--- config.mk ---
export PLATFORM = sky130hd
export DESIGN_NAME = wb_clint
export DESIGN_NICKNAME = d
export VERILOG_FILES = /design/src/rtl/wb_clint.sv
export SDC_FILE = /design/constraint.sdc
export NUM_CORES = 1
export LEC_CHECK = 0
export CORE_ASPECT_RATIO = 1.75
export CORE_UTILIZATION = 27
export DETAILED_ROUTE_END_ITERATION = 12
export GPL_TIMING_DRIVEN = 0
export PLACE_DENSITY = 0.43
export REMOVE_ABC_BUFFERS = 1
export SKIP_CTS_REPAIR_TIMING = 1
export SLEW_MARGIN = 20
export SYNTH_ARGS = -nofsm -noshare
export SYNTH_HDL_FRONTEND = slang
export SYNTH_SLANG_ARGS = --single-unit
--- constraint.sdc ---
create_clock -name clk_i -period 4.3 [get_ports clk_i]
set_input_delay 0.86 -clock clk_i [delete_from_list [all_inputs] [get_ports clk_i]]
set_output_delay 0.86 -clock clk_i [all_outputs]
set_load 0.01 [all_outputs]
--- src/rtl/wb_clint.sv ---
// ---------------------------------------------------------------------------
// wb_clint - machine-level core-local interruptor behind a Wishbone B4
//            classic slave port (one instance per hart).
//
// Holds the 64-bit free-running mtime counter, the 64-bit mtimecmp compare
// value and the msip software-interrupt bit. It raises the timer and
// software interrupt lines for the core.
//
// Parameters
//   ADDR_WIDTH  low address bits decoded (upper bits belong to the interconnect)
//   TICK_DIV    clk_i cycles per mtime increment, 1..65535
//
// Ports
//   clk_i        clock, all state on the rising edge
//   rst_i        asynchronous active-low reset
//   wbs_cyc_i    bus cycle valid
//   wbs_stb_i    strobe (request = cyc & stb)
//   wbs_we_i     1 = write, 0 = read
//   wbs_sel_i    byte enables for writes
//   wbs_addr_i   byte address
//   wbs_dat_i    write data
//   wbs_dat_o    read data, valid while wbs_ack_o is high, 0 otherwise
//   wbs_ack_o    normal termination, one-cycle pulse
//   wbs_err_o    error termination for unmapped or misaligned words
//   xint_mtip_o  timer interrupt pending   (mtime >= mtimecmp, registered)
//   xint_msip_o  software interrupt pending (msip bit 0)
//
// Register map (offset = addr[ADDR_WIDTH-1:0])
//   0x0000 msip          bit0 R/W, others read 0
//   0x4000 mtimecmp lo   0x4004 mtimecmp hi
//   0xBFF8 mtime lo      0xBFFC mtime hi
// ---------------------------------------------------------------------------
module wb_clint #(
    parameter int ADDR_WIDTH = 16,
    parameter int TICK_DIV   = 1
) (
    input  logic        clk_i,
    input  logic        rst_i,
    input  logic        wbs_cyc_i,
    input  logic        wbs_stb_i,
    input  logic        wbs_we_i,
    input  logic [3:0]  wbs_sel_i,
    input  logic [31:0] wbs_addr_i,
    input  logic [31:0] wbs_dat_i,
    output logic [31:0] wbs_dat_o,
    output logic        wbs_ack_o,
    output logic        wbs_err_o,
    output logic        xint_mtip_o,
    output logic        xint_msip_o
);

    // Full byte offsets including addr[1:0]; a misaligned address can never
    // match one of these, so it falls through to the error response.
    localparam logic [ADDR_WIDTH-1:0] OFF_MSIP   = ADDR_WIDTH'(16'h0000);
    localparam logic [ADDR_WIDTH-1:0] OFF_CMP_LO = ADDR_WIDTH'(16'h4000);
    localparam logic [ADDR_WIDTH-1:0] OFF_CMP_HI = ADDR_WIDTH'(16'h4004);
    localparam logic [ADDR_WIDTH-1:0] OFF_TIM_LO = ADDR_WIDTH'(16'hBFF8);
    localparam logic [ADDR_WIDTH-1:0] OFF_TIM_HI = ADDR_WIDTH'(16'hBFFC);

    localparam logic [15:0] PRESC_LAST = 16'(TICK_DIV - 1);

    typedef enum logic {
        ST_IDLE = 1'b0,
        ST_RESP = 1'b1
    } state_t;

    // ------------------------------------------------------------------
    // State
    // ------------------------------------------------------------------
    state_t      r_state;
    logic        r_ack;
    logic        r_err;
    logic [31:0] r_dat;
    logic [63:0] r_mtime;
    logic [63:0] r_mtimecmp;
    logic        r_msip;
    logic        r_mtip;
    logic [15:0] r_presc;

    // ------------------------------------------------------------------
    // Combinational signals
    // ------------------------------------------------------------------
    state_t      w_state_next;
    logic        w_ack_next;
    logic        w_err_next;
    logic [31:0] w_dat_next;
    logic [63:0] w_mtime_next;
    logic [63:0] w_mtimecmp_next;
    logic        w_msip_next;

    logic [ADDR_WIDTH-1:0] w_off;
    logic        w_req;
    logic        w_accept;
    logic        w_wr;
    logic        w_hit_msip;
    logic        w_hit_cmp_lo;
    logic        w_hit_cmp_hi;
    logic        w_hit_tim_lo;
    logic        w_hit_tim_hi;
    logic        w_hit;
    logic [31:0] w_bmask;
    logic [31:0] w_rdata;
    logic        w_tick;
    logic        w_unused_addr;

    function automatic logic [31:0] merge_bytes(input logic [31:0] old_val,
                                                input logic [31:0] new_val,
                                                input logic [31:0] mask);
        return (old_val & ~mask) | (new_val & mask);
    endfunction

    // ------------------------------------------------------------------
    // Address decode
    // ------------------------------------------------------------------
    assign w_off         = wbs_addr_i[ADDR_WIDTH-1:0];
    assign w_unused_addr = ^wbs_addr_i[31:ADDR_WIDTH];

    assign w_req    = wbs_cyc_i & wbs_stb_i;
    assign w_accept = (r_state == ST_IDLE) & w_req;
    assign w_wr     = w_accept & wbs_we_i;

    assign w_hit_msip   = (w_off == OFF_MSIP);
    assign w_hit_cmp_lo = (w_off == OFF_CMP_LO);
    assign w_hit_cmp_hi = (w_off == OFF_CMP_HI);
    assign w_hit_tim_lo = (w_off == OFF_TIM_LO);
    assign w_hit_tim_hi = (w_off == OFF_TIM_HI);
    assign w_hit        = w_hit_msip | w_hit_cmp_lo | w_hit_cmp_hi |
                          w_hit_tim_lo | w_hit_tim_hi;

    generate
        for (genvar gi = 0; gi < 4; gi++) begin : g_bmask
            assign w_bmask[gi*8 +: 8] = {8{wbs_sel_i[gi]}};
        end
    endgenerate

    always_comb begin
        w_rdata = 32'h0;
        unique case (1'b1)
            w_hit_msip:   w_rdata = {31'h0, r_msip};
            w_hit_cmp_lo: w_rdata = r_mtimecmp[31:0];
            w_hit_cmp_hi: w_rdata = r_mtimecmp[63:32];
            w_hit_tim_lo: w_rdata = r_mtime[31:0];
            w_hit_tim_hi: w_rdata = r_mtime[63:32];
            default:      w_rdata = 32'h0;
        endcase
    end

    // ------------------------------------------------------------------
    // Handshake FSM: IDLE -> RESP -> IDLE. RESP always returns to IDLE,
    // so a request held high is served every second cycle.
    // ------------------------------------------------------------------
    always_comb begin
        w_state_next = r_state;
        w_ack_next   = 1'b0;
        w_err_next   = 1'b0;
        w_dat_next   = 32'h0;
        unique case (r_state)
            ST_IDLE: begin
                if (w_req) begin
                    w_state_next = ST_RESP;
                    if (w_hit) begin
                        w_ack_next = 1'b1;
                        w_dat_next = wbs_we_i ? 32'h0 : w_rdata;
                    end else begin
                        w_err_next = 1'b1;
                    end
                end
            end
            ST_RESP: begin
                w_state_next = ST_IDLE;
            end
            default: begin
                w_state_next = ST_IDLE;
            end
        endcase
    end

    // ------------------------------------------------------------------
    // Register updates. Writes commit on the accept edge (the edge that
    // raises ack). A write to either mtime half suppresses that cycle's
    // tick, so untouched bytes keep their pre-increment value and a low
    // half write never carries upward.
    // ------------------------------------------------------------------
    assign w_tick = (r_presc == PRESC_LAST);

    always_comb begin
        w_mtime_next = r_mtime;
        if (w_wr && w_hit_tim_lo) begin
            w_mtime_next[31:0] = merge_bytes(r_mtime[31:0], wbs_dat_i, w_bmask);
        end else if (w_wr && w_hit_tim_hi) begin
            w_mtime_next[63:32] = merge_bytes(r_mtime[63:32], wbs_dat_i, w_bmask);
        end else if (w_tick) begin
            w_mtime_next = r_mtime + 64'd1;
        end
    end

    always_comb begin
        w_mtimecmp_next = r_mtimecmp;
        if (w_wr && w_hit_cmp_lo) begin
            w_mtimecmp_next[31:0] = merge_bytes(r_mtimecmp[31:0], wbs_dat_i, w_bmask);
        end else if (w_wr && w_hit_cmp_hi) begin
            w_mtimecmp_next[63:32] = merge_bytes(r_mtimecmp[63:32], wbs_dat_i, w_bmask);
        end
    end

    always_comb begin
        w_msip_next = r_msip;
        if (w_wr && w_hit_msip && wbs_sel_i[0]) begin
            w_msip_next = wbs_dat_i[0];
        end
    end

    always_ff @(posedge clk_i or negedge rst_i) begin
        if (!rst_i) begin
            r_state    <= ST_IDLE;
            r_ack      <= 1'b0;
            r_err      <= 1'b0;
            r_dat      <= 32'h0;
            r_mtime    <= 64'h0;
            r_mtimecmp <= 64'hFFFF_FFFF_FFFF_FFFF;
            r_msip     <= 1'b0;
            r_mtip     <= 1'b0;
            r_presc    <= 16'h0;
        end else begin
            r_state    <= w_state_next;
            r_ack      <= w_ack_next;
            r_err      <= w_err_next;
            r_dat      <= w_dat_next;
            r_mtime    <= w_mtime_next;
            r_mtimecmp <= w_mtimecmp_next;
            r_msip     <= w_msip_next;
            // Compares the current register values, so it trails any
            // mtime/mtimecmp update by one cycle.
            r_mtip     <= (r_mtime >= r_mtimecmp);
            r_presc    <= w_tick ? 16'h0 : (r_presc + 16'd1);
        end
    end

    assign wbs_ack_o   = r_ack;
    assign wbs_err_o   = r_err;
    assign wbs_dat_o   = r_dat;
    assign xint_mtip_o = r_mtip;
    assign xint_msip_o = r_msip;

endmodule

; Word level (Yosys, flattened, before mapping)
; Index checks and enable logic that the tools add are counted.
[classes]
n_mux = 18
n_eq_ne = 5
n_addsub = 2
n_lt_le_gt_ge = 1
n_bitwise = 20
reduce_logical = 13
[op_table]
columns = cell, n
row1 = 2-to-1 mux 32 bit, 7
row2 = AND 32 bit, 5
row3 = case mux 32 bit (5 select lines), 1
row4 = bitwise OR 32 bit, 4
row5 = adder 64 x 1 -> 64 bit (second input constant), 1
row6 = >= comparator 64 bit, 1
row7 = 2-to-1 mux 64 bit, 1
row8 = == test 16 x 15 -> 1 bit (second input constant), 2
row9 = == test 16 bit (second input constant), 2
row10 = logical NOT 16 bit, 2
row11 = inverter 32 bit, 1
row12 = adder 16 x 1 -> 16 bit (second input constant), 1
row13 = 2-to-1 mux 16 bit, 1
row14 = 2-to-1 mux 1 bit, 7
row15 = logical AND 1 bit, 6
row16 = AND reduction 2 bit, 3
row17 = bitwise OR 1 bit, 4
row18 = nonzero test 2 bit, 2
row19 = AND 1 bit, 3
row20 = inverter 1 bit, 3
row21 = inequality test 2 bit (second input constant), 1
row22 = case mux 1 bit (2 select lines), 1
[totals]
ff_bits = 181
out_inout_bits = 36
word_cells = 70

; Depth between registers and ports, before layout
[logic_depth]
depth_word = 8
mapped_depth = 11

; Least setup slack after synthesis
; Ideal clock, no wire load.
[synth_path]
path_type = input to register
from = in wbs_addr_i[14]
to = reg (tool-made name)
t_required_ns = 4.177
arrival_time_ns = 2.886
path_buffers = 2
setup_time_ns = 0.123
path_slack_ns = 1.291
stages = 8
path_cell_list = or4b_4 > or4_1 > buf_4 > o21ai_2 > buf_4 > nand2_2 > o21a_1 > o221a_1
[synth_lines]
columns = item, line
row1 = start: declaration, 43  ; input logic [31:0] wbs_addr_i,

==> results.json <==
{
  "setup_ws_ns": 0.2139,
  "grt_overflow": 0,
  "fin_skew_ns": 0.01483,
  "core_area_mm2": 0.03993,
  "syn_avg_cell_area_um2": 9.671,
  "wirelength_um": 39560,
  "dieArea_mm2": 0.04124,
  "synthMuxAreaShare_pct": 9.852,
  "place_congestion": 0.8885,
  "hp-class": "in2async",
  "routedWlPerCell_um": 22.90,
  "final_nets": 1359,
  "period_share_pct": 95.03,
  "reg2reg_slack_ns": 0.91,
  "synth_cells": 1128,
  "tritoncts": "yes",
  "critPathLaunchType": "input port",
  "cts_max_path_buffers": 2,
  "place_ws_ns": -0.2886,
  "crit_fanout": 16,
  "portBuffers": 92,
  "synth_area_mm2": 0.01091,
  "fillCellCount": 4134,
  "synth-compound-area-share_pct": 14.58,
  "final_area_mm2": 0.01311,
  "synthAdderAreaFrac_pct": 7.684,
  "die_width_um": 154.0,
  "postLayoutCoreUtil_pct": 32.82,
  "synthXorXnorAreaFrac_pct": 1.124,
  "rr_startpoint": "r_state",
  "clkSlewWorstSetupHoldPaths_ns": 0.08,
  "fp.dieH_um": 267.9,
  "cellLeakagePower_nw": 5.230,
  "drt-vias-per-instance": 5.466,
  "finalSetupViolations": 0,
  "syn_to_final_growth_pct": 20.14,
  "r2r.worst_path.cells": 5,
  "grt_use_total_pct": 19.71,
  "required_ns": 4.68,
  "antenna_found_initial": 0,
  "seq_area_frac_synth_pct": 42.25,
  "synth.distinct_cells": 66,
  "status": "complete, no violations",
  "antenna_left": 0,
  "synth_top_family_by_area": "simple AND/OR/NAND/NOR gates",
  "grt_pass1_wl_um": 60420,
  "cp_data_arrival_time_ns": 4.46,
  "fin_crit_ns": 4.086,
  "ys_ff_latch": 181,
  "yosysMostFrequentCell": "dfrtp_1",
  "relSlewSlack_pct": 18.48,
  "drc_errors": 0,
  "vias": 9439,
  "cts_root_buf": "clkbuf_16",
  "synth_commonest_cells": "117 x dfrtp_1, 109 x nor2_1, 95 x nand2_1",
  "synth-simple-area-share_pct": 20.24,
  "drt_iter0_drc": 612,
  "yosysTopAreaCell": "dfrtp_1",
  "cap_violations": 0,
  "row_count": 97,
  "crit_type": "in2reg",
  "drive_above_1_share_pct": 18.59,
  "yosysWarnings": 0,
  "grt_max_degree": 88,
  "diodes": 0,
  "num_io_pins": 109,
  "start_util_pct": 27.32,
  "netlist.area_leader.share_pct": 26.84,
  "cts.sinks": 181,
  "dr.pass1.iters": 8,
  "rsz0062_at_grt": "no",
  "hpwl_um": 30180,
  "power_mw": 3.580,
  "cts_made_buffers": 17,
  "hold_viol_final": 0,
  "cp-end-kind": "flip-flop",
  "dpl_cell_area_mm2": 0.01252,
  "maxSlewViolCount": 0,
  "peakVddDrop_uv": 277.2,
  "worstMarginPinSlew_ns": 1.212,
  "synth-edff-count": 0,
  "synthArstFlopShare_pct": 100.0,
  "power_density_mw_per_mm2": 273.1,
  "grt_pass1_vias": 9795,
  "yosys_most_used_dff": "dfrtp_1",
  "synthTopCellsByArea": "dfrtp_1 27%, dfstp_2 15%, mux2_2 9.4%, ha_1 7.7%, nor2_1 3.8%",
  "worstSkewPairLatency_ns": 0.47,
  "fmax_ghz": 0.2447,
  "cts.htree.levels": 4
}
==> cells by family (layout without fill, tap and decap cells) <==
group                    after synthesis  count (layout)
AO/OA/AOI/OAI                        222             222
XOR/XNOR                              14              14
adder cells (fa/ha/maj)               67              67
buffers and inverters                119             223
flip-flops                           181             181
multiplexers                          96              96
AND/OR/NAND/NOR                      429             429
==> power by group <==
group / switching [mW] / internal (mW) / leakage [nW]
Combinational: 0.142 / 0.0889 / 2.70
Clock: 0.841 / 0.781 / 0.288
Sequential: 0.0145 / 1.71 / 2.24
Total: 0.997 / 2.58 / 5.23
==> cells in the final DEF (no fill, tap or decap), types with 3 or more instances in the layout <==
cell               n
o32ai_1            5
a311oi_1           3
o31ai_1            3
or4_1              9
nand2_1           95
a32o_1             3
a222oi_1          32
nand2b_1           3
a211oi_1          23
clkinv_4           3
clkdlybuf4s50_1   90
dfstp_2           64
nor3_1            32
xor2_1             4
xnor2_1           10
ha_1              67
nand3_1           51
buf_4             11
inv_6              5
inv_8              6
a21o_1             7
nor2_1           109
a21oi_1           45
and2_1            13
mux2_2            91
o21ai_0           38
nand4_1           38
and3_1            19
o22ai_1           11
a31oi_1            3
nor4_1            19
dfrtp_1          117
mux2i_1            5
nor3_2             4
o211ai_1          10
clkbuf_16         17
o41ai_1            3
inv_1             82
and4_1            17
o21a_1             9
==> routing by layer <==
layer	up-vias	part of all wire (%)	track usage, %	wire, µm
met4	0	3.5	8.568	1367
li1	4418	-	-	-
met2	203	57	39.05	22460
met1	4753	37	20.57	14820
met5	-	0	0	0
met3	65	2.3	2.258	909
==> critical path, stage by stage <==
cell	delay, ns
clkdlybuf4s50_1	0.46
or4b_4	0.58
nor4_4	0.65
buf_8	0.24
buf_4	0.24
nand3_1	0.57
nor2_1	0.53
nor3_1	0.09
a211oi_1	0.22
==> worst max path at each step <==
stage | from | endpoint | slack (ns)
2_1_floorplan | wbs_addr_i[14] | flip-flop | 0.29
3_3_place_gp | rst_i | r_presc[8] | -6.09
3_5_place_dp | wbs_addr_i[14] | flip-flop | -0.29
4_1_cts | wbs_addr_i[14] | flip-flop | 0.23
5_1_grt | wbs_addr_i[14] | flip-flop | 0.07
6_report | wbs_addr_i[14] | flip-flop | 0.21
==> per-stage QoR <==
stage          hold slack (ns)  cells  TNS [ns]
5_1_grt                 0.1911   1727         0
6_report                0.1974   1727         0
3_5_place_dp            0.4643   1695   -0.8862
4_1_cts                 0.1841   1727         0
2_1_floorplan           0.4467   1091         0
3_3_place_gp            0.4628   1678  -1325.22
==> area by class of cell <==
type,count,area (µm²),area share [%]
timing repair buffer,109,1110,8.468
clock buffer,17,425.4,3.246
multi-input combinational,828,5881,44.87
sequential,181,4609,35.17
inverter,82,307.8,2.348
tap,495,619.3,4.726
clock inverter,15,153.9,1.174
Power figures use the tool's default switching activity.
